==> src/rtl/pool_pkg.sv <==
// ---------------------------------------------------------------------------
// pool_pkg
// Shared definitions for the pooling/ReLU/requantisation stage that follows
// the 1-D convolution engine.
//   - Row geometry and widths (N_IN, IN_W, OUT_W, SHIFT and derived values)
//   - FSM state type
//   - relu_requant(): ReLU, arithmetic right shift, saturate to OUT_W bits
// ---------------------------------------------------------------------------
package pool_pkg;

    localparam int unsigned N_IN    = 30;
    localparam int unsigned IN_W    = 18;
    localparam int unsigned OUT_W   = 8;
    localparam int unsigned SHIFT   = 2;
    localparam int unsigned N_OUT   = N_IN / 2;
    localparam int unsigned IDX_W   = $clog2(N_OUT);
    localparam int unsigned OUT_MAX = (1 << OUT_W) - 1;

    typedef enum logic [1:0] {
        StIdle,
        StEmit,
        StDone
    } state_e;

    // Negative values clamp to zero, so the shift only ever sees a
    // non-negative value and a logical shift equals the arithmetic one.
    function automatic logic [OUT_W-1:0] relu_requant(input logic signed [IN_W-1:0] m);
        logic [IN_W-1:0] r;
        logic [IN_W-1:0] s;
        if (m[IN_W-1]) begin
            r = '0;
        end else begin
            r = $unsigned(m);
        end
        s = r >> SHIFT;
        if (s > IN_W'(OUT_MAX)) begin
            return OUT_W'(OUT_MAX);
        end
        return s[OUT_W-1:0];
    endfunction

endpackage

==> src/rtl/pool_relu_unit_if.sv <==
// ---------------------------------------------------------------------------
// pool_relu_unit_if
// Bundles the row-capture input, the status flags and the pooled-byte
// valid/ready stream of pool_relu_unit.
//   master : conv engine + downstream consumer side (drives in_*, out_ready)
//   slave  : pool_relu_unit side (drives status and out_* stream)
// ---------------------------------------------------------------------------
interface pool_relu_unit_if;
    import pool_pkg::*;

    logic                   in_valid;
    logic signed [IN_W-1:0] in_data [N_IN];
    logic                   busy;
    logic                   drop_err;
    logic                   out_valid;
    logic                   out_ready;
    logic [OUT_W-1:0]       out_data;
    logic [IDX_W-1:0]       out_index;
    logic                   out_last;
    logic                   done;

    modport master (
        output in_valid, in_data, out_ready,
        input  busy, drop_err, out_valid, out_data, out_index, out_last, done
    );

    modport slave (
        input  in_valid, in_data, out_ready,
        output busy, drop_err, out_valid, out_data, out_index, out_last, done
    );

endinterface

==> src/rtl/pool_pair.sv <==
// ---------------------------------------------------------------------------
// pool_pair
// Combinational 2:1 max-pool of one input pair followed by ReLU, shift and
// saturation to one output byte.
//   i_a, i_b : signed IN_W-bit conv results
//   o_byte   : requantised OUT_W-bit result
// ---------------------------------------------------------------------------
module pool_pair
    import pool_pkg::*;
(
    input  logic signed [IN_W-1:0] i_a,
    input  logic signed [IN_W-1:0] i_b,
    output logic [OUT_W-1:0]       o_byte
);

    logic signed [IN_W-1:0] w_max;

    assign w_max  = (i_a > i_b) ? i_a : i_b;
    assign o_byte = relu_requant(w_max);

endmodule

==> src/rtl/pool_relu_unit.sv <==
// ---------------------------------------------------------------------------
// pool_relu_unit
// Captures one row of N_IN signed conv results on an in_valid pulse and
// streams N_OUT pooled, ReLU'd, requantised bytes over valid/ready, then
// pulses done for one cycle.
//   clk, rst : clock and synchronous active-high reset
//   io_bus   : slave side of pool_relu_unit_if (capture, status, stream)
// ---------------------------------------------------------------------------
module pool_relu_unit
    import pool_pkg::*;
(
    input  logic             clk,
    input  logic             rst,
    pool_relu_unit_if.slave  io_bus
);

    localparam logic [IDX_W-1:0] LastIdx = IDX_W'(N_OUT - 1);

    state_e                 r_state;
    state_e                 w_state_d;
    logic [IDX_W-1:0]       r_idx;
    logic [IDX_W-1:0]       w_idx_d;
    logic [IDX_W-1:0]       w_nidx;
    logic [IDX_W:0]         w_base;
    logic signed [IN_W-1:0] r_buf [N_IN];
    logic [OUT_W-1:0]       r_out_data;
    logic                   r_out_last;
    logic                   r_drop_err;
    logic                   w_capture;
    logic                   w_load_out;
    logic signed [IN_W-1:0] w_a;
    logic signed [IN_W-1:0] w_b;
    logic [OUT_W-1:0]       w_byte;

    assign w_nidx = r_idx + IDX_W'(1);
    assign w_base = {w_nidx, 1'b0};

    // The output byte is registered, so the pair feeding it is always the one
    // for the *next* index: straight from in_data on capture (the buffer is
    // not loaded yet), otherwise from the buffer at idx+1.
    always_comb begin
        w_state_d  = r_state;
        w_idx_d    = r_idx;
        w_capture  = 1'b0;
        w_load_out = 1'b0;
        w_a        = io_bus.in_data[0];
        w_b        = io_bus.in_data[1];
        unique case (r_state)
            StIdle: begin
                if (io_bus.in_valid) begin
                    w_capture  = 1'b1;
                    w_load_out = 1'b1;
                    w_idx_d    = '0;
                    w_state_d  = StEmit;
                end
            end
            StEmit: begin
                if (io_bus.out_ready) begin
                    if (r_idx == LastIdx) begin
                        w_state_d = StDone;
                    end else begin
                        w_idx_d    = w_nidx;
                        w_load_out = 1'b1;
                        w_a        = r_buf[w_base];
                        w_b        = r_buf[{w_nidx, 1'b1}];
                    end
                end
            end
            StDone: begin
                w_state_d = StIdle;
            end
            default: begin
                w_state_d = StIdle;
            end
        endcase
    end

    always_ff @(posedge clk) begin
        if (rst) begin
            r_state <= StIdle;
            r_idx   <= '0;
        end else begin
            r_state <= w_state_d;
            r_idx   <= w_idx_d;
        end
    end

    pool_pair u_pool_pair (
        .i_a    (w_a),
        .i_b    (w_b),
        .o_byte (w_byte)
    );

    always_ff @(posedge clk) begin
        if (rst) begin
            r_buf      <= '{default: '0};
            r_out_data <= '0;
            r_out_last <= 1'b0;
            r_drop_err <= 1'b0;
        end else begin
            if (w_capture) begin
                r_buf <= io_bus.in_data;
            end
            if (w_load_out) begin
                r_out_data <= w_byte;
                r_out_last <= (w_idx_d == LastIdx);
            end
            if (io_bus.in_valid && (r_state != StIdle)) begin
                r_drop_err <= 1'b1;
            end
        end
    end

    assign io_bus.busy      = (r_state != StIdle);
    assign io_bus.out_valid = (r_state == StEmit);
    assign io_bus.done      = (r_state == StDone);
    assign io_bus.out_data  = r_out_data;
    assign io_bus.out_index = r_idx;
    assign io_bus.out_last  = r_out_last;
    assign io_bus.drop_err  = r_drop_err;

endmodule

==> src/flat_wrapper.sv <==
// flat-port wrapper written by rule: the top's interface ports become plain ports
module pool_relu_unit_flat import pool_pkg::*;
  (clk, rst, io_bus_in_valid, io_bus_in_data, io_bus_out_ready, io_bus_busy, io_bus_drop_err, io_bus_out_valid, io_bus_out_data, io_bus_out_index, io_bus_out_last, io_bus_done);
  pool_relu_unit_if io_bus_i ();
  input  logic clk;
  input  logic rst;
  input wire logic [$bits(io_bus_i.in_valid)-1:0] io_bus_in_valid;
  input wire logic [$bits(io_bus_i.in_data)-1:0] io_bus_in_data;
  input wire logic [$bits(io_bus_i.out_ready)-1:0] io_bus_out_ready;
  output wire logic [$bits(io_bus_i.busy)-1:0] io_bus_busy;
  output wire logic [$bits(io_bus_i.drop_err)-1:0] io_bus_drop_err;
  output wire logic [$bits(io_bus_i.out_valid)-1:0] io_bus_out_valid;
  output wire logic [$bits(io_bus_i.out_data)-1:0] io_bus_out_data;
  output wire logic [$bits(io_bus_i.out_index)-1:0] io_bus_out_index;
  output wire logic [$bits(io_bus_i.out_last)-1:0] io_bus_out_last;
  output wire logic [$bits(io_bus_i.done)-1:0] io_bus_done;
  assign io_bus_i.in_valid = io_bus_in_valid;
  assign io_bus_i.in_data = {>>{io_bus_in_data}};
  assign io_bus_i.out_ready = io_bus_out_ready;
  assign io_bus_busy = io_bus_i.busy;
  assign io_bus_drop_err = io_bus_i.drop_err;
  assign io_bus_out_valid = io_bus_i.out_valid;
  assign io_bus_out_data = io_bus_i.out_data;
  assign io_bus_out_index = io_bus_i.out_index;
  assign io_bus_out_last = io_bus_i.out_last;
  assign io_bus_done = io_bus_i.done;
  pool_relu_unit u_core (.clk(clk), .rst(rst), .io_bus(io_bus_i));
endmodule
==> config.mk <==
export PLATFORM = sky130hd
export DESIGN_NAME = pool_relu_unit_flat
export DESIGN_NICKNAME = d
export VERILOG_FILES = /design/src/rtl/pool_pkg.sv /design/src/rtl/pool_relu_unit_if.sv /design/src/rtl/pool_pair.sv /design/src/rtl/pool_relu_unit.sv /design/src/flat_wrapper.sv
export SDC_FILE = /design/constraint.sdc
export NUM_CORES = 1
export LEC_CHECK = 0
export CORE_ASPECT_RATIO = 0.7
export CORE_MARGIN = 10
export CORE_UTILIZATION = 43
export CTS_CLUSTER_SIZE = 30
export DETAILED_ROUTE_END_ITERATION = 16
export PLACE_DENSITY_LB_ADDON = 0.08
export SLEW_MARGIN = 20
export SYNTH_ARGS = -nofsm -noshare
export SYNTH_HDL_FRONTEND = slang
export SYNTH_SLANG_ARGS = --single-unit
==> constraint.sdc <==
create_clock -name clk -period 7.7 [get_ports clk]
set_input_delay 1.155 -clock clk [delete_from_list [all_inputs] [get_ports clk]]
set_output_delay 1.155 -clock clk [all_outputs]
set_load 0.01 [all_outputs]
==> flow_summary.ini, run 1 <==
[clocking]
post_cts_buffers = 0
cts_resized = 0
numCtsBuffers = 54
cts_tree = yes
worstSkewPairLatency_ps = 640
htree_levels = 2
root_buffer = clkbuf_16
clk_pin_slew_ps = 70
clock_sinks = 556
hold_buffers = 0
clockBufferDepth = 3

[run]
cap_violations = 0

[timing]
setup-violations-final = 0
drv_slew = 0
fin_crit_ps = 6790
hold_violations = 0
rsz0062_at_grt = no
fin_crit_sh_pct = 88.2
finClkSkew_ps = 37.9
tightest_slew_ps = 1140
setup_ws_ps = 906
slew_headroom_pct = 23.7
finalSetupTns_ps = 0
fmax_mhz = 147

[detailed_routing]
routed.top_layer = met5
route.met2.wl_um = 48100
drt_iter0_drc = 2626
wl_um = 107000
dr.pass1.iters = 7
dr_wl_met3_um = 9720
via_per_inst = 5.66
antenna_left = 0
wire_per_inst_um = 26.0
wl_met1_um = 47000
vias = 23300
route.detailed.drc = 0

[global_routing]
grt_pass1_vias = 22700
grt_max_degree = 226
grt_overflow = 0
grt_pass1_wl_um = 153000
antenna_found_initial = 14
grt_usage_pct = 30.5

[setup_path]
required_ps = 8170
worst_setup_path_end_kind = flop
criticalPathCategory = reg -> reg
path_max_fanout = 37
arrival_ps = 7260
crit_top_cell = o21ai_0
path_cells = inv_2, ha_4, nor2b_4, a221o_1, o21ai_0, o22ai_1, a21oi_1, ha_1, nand4_1, a211oi_1, a2111oi_0, o21ai_0, nand2_1, or4_4, o211ai_4, o311ai_1
cpMaxStageDelayCell = nor2b_4
max_stage_delay_ps = 970
setup.worst_path.start_class = flop

[finish]
area_growth_pct = 31.9
drive_gt1_share_pct = 7.87
nets = 3890
final_area_um2 = 32100

[floorplanning]
dieArea_um2 = 66700
dieWidth_um = 304
io_pins = 561
num_rows = 72
initial_core_util_pct = 43.7
fp.coreArea_um2 = 55700
dieHeight_um = 219

[yosys]
yosysSeqAreaShare_pct = 45.7
synth_top_area_share_pct = 45.7
synth.most_common_cell = nand2_1
syn_nets = 3489
yosys-top-cells-count = 1175 x nand2_1, 559 x a21oi_1, 556 x dfxtp_1, 193 x clkbuf_1, 120 x mux4_2
synth_warnings = 0
yosys.area.top_type = dfxtp_1
ys.flop_type = dfxtp_1
netlist_area_um2 = 24400
ys_ff_latch = 556
synth_cell_types = 64
async_flop_share_pct = 0
synth_edf_count = 0
syn_avg_cell_area_um2 = 8.33
synthCells = 2925
ys_top_cells_by_area = dfxtp_1 46%, nand2_1 18%, a21oi_1 11%

[power_and_ir_drop]
ir_drop_mv = 0.173
pwr_density_cell_nw_per_um2 = 224
power_leakage_nw = 12.0

[placement]
dpl.hpwl_um = 82000
numPortBuffers = 560
gp_congestion = 0.977
pre_cts_ws_ps = 1080
dpl_cell_area_um2 = 30200

[min_path]
hp-class = reg -> reg

[status]
status = finished, final reports clean
==> registers in the layout, indices dropped and copies added, names as in the netlist <==
signal                   count
u_core.io_bus.drop_err       1
u_core.io_bus.out_last       1
u_core.r_state               2
u_core.io_bus.out_data       8
u_core.io_bus.out_index      4
u_core.r_buf               540
==> critical path, delay by kind of cell, from the launching register on <==
kind | cells | cell delay (ps)
AO/OA/AOI/OAI | 9 | 2070
flip-flops | 1 | 690
AND/OR/NAND/NOR | 4 | 2260
buffers and inverters | 1 | 430
adder cells (fa/ha/maj) | 2 | 1120
==> where the power goes <==
part	total [W]	switching, W	leakage [nW]	internal, W
clock network	0.00285	0.00119	0.941	0.00166
logic	0.00113	0.000604	6.47	0.000530
registers	0.00321	0.000153	4.57	0.00306
total	0.00720	0.00195	12.0	0.00525
==> path summary, 6_finish.rpt <==
path | from | to | slack (ps) | depth (start not counted)
max | u_core.io_bus.out_index[0]$_SDFF_PP0_ | u_core.io_bus.out_data[2]$_SDFFE_PP0P_ | 910 | 16
min | u_core.r_buf[439]$_SDFFE_PP0P_ | u_core.r_buf[439]$_SDFFE_PP0P_ | 450 | 2
max reg2reg | u_core.io_bus.out_index[0]$_SDFF_PP0_ | u_core.io_bus.out_data[2]$_SDFFE_PP0P_ | 910 | 16
min reg2reg | u_core.r_buf[439]$_SDFFE_PP0P_ | u_core.r_buf[439]$_SDFFE_PP0P_ | 450 | 2
==> layer usage <==
layer,vias up,GRT usage [%]
met1,11500,42.4
met3,122,7.47
li1,10700,-
met4,10,6.74
met5,-,0
met2,924,47.6
==> final cells by class <==
| class | count | area, um^2 |
|---|---|---|
| Antenna cell | 3 | 7.51 |
| Clock buffer | 78 | 1610 |
| Clock inverter | 20 | 285 |
| Fill cell | 5029 | 23500 |
| Inverter | 8 | 30.0 |
| Multi-Input combinational cell | 2121 | 12200 |
| Sequential cell | 556 | 11100 |
| Tap cell | 740 | 926 |
| Timing Repair Buffer | 585 | 5920 |
==> metrics by stage <==
step | util (%) | std cells | total power, W | hold WS, ps
after floorplan | - | 2925 | 0.00376 | 432
after global placement | 54.3 | 4009 | 0.00437 | 439
after detailed placement | 54.3 | 4010 | 0.00439 | 443
after CTS | 57.7 | 4108 | 0.00720 | 452
after global routing | 57.7 | 4110 | 0.00742 | 471
final | 57.7 | 4111 | 0.00720 | 450
==> cell families after synthesis <==
logic type	share of synthesized area (%)
flops	45.7
simple gates	20.1
buf+inv	4.43
fa+ha+maj	1.03
mux	14.2
xor+xnor	0.236
compound gates	14.3
==> cells in the final DEF, fill, tap and decap left out, drive strengths merged, types with 4 or more instances in the layout <==
master,synthesis,final
a211o,6,6
a211oi,4,4
a21oi,559,559
a221o,6,6
a221oi,6,6
and2,10,10
and3,6,6
buf,46,26
bufinv,0,6
clkbuf,194,78
clkdlybuf4s50,0,559
clkinv,1,9
dfxtp,556,556
ha,20,20
inv,7,12
mux2,9,9
mux2i,49,49
mux4,126,126
nand2,1175,1175
nand3,8,8
nand4,8,8
nor2,36,36
nor3,10,10
nor4,4,4
o211ai,5,5
o21ai,29,29
o2bb2ai,6,6
o311ai,9,9
Power figures use the tool's default switching activity.
==> run 2: changes to the inputs <==
--- a/config.mk
+++ b/config.mk
@@ -5,6 +5,7 @@
 export SDC_FILE = /design/constraint.sdc
 export NUM_CORES = 1
 export LEC_CHECK = 0
+export CAP_MARGIN = 0
 export CORE_ASPECT_RATIO = 0.7
 export CORE_MARGIN = 10
 export CORE_UTILIZATION = 43
==> results of run 2 <==
The final DEF is identical to that of run 1; final timing and power are the same.
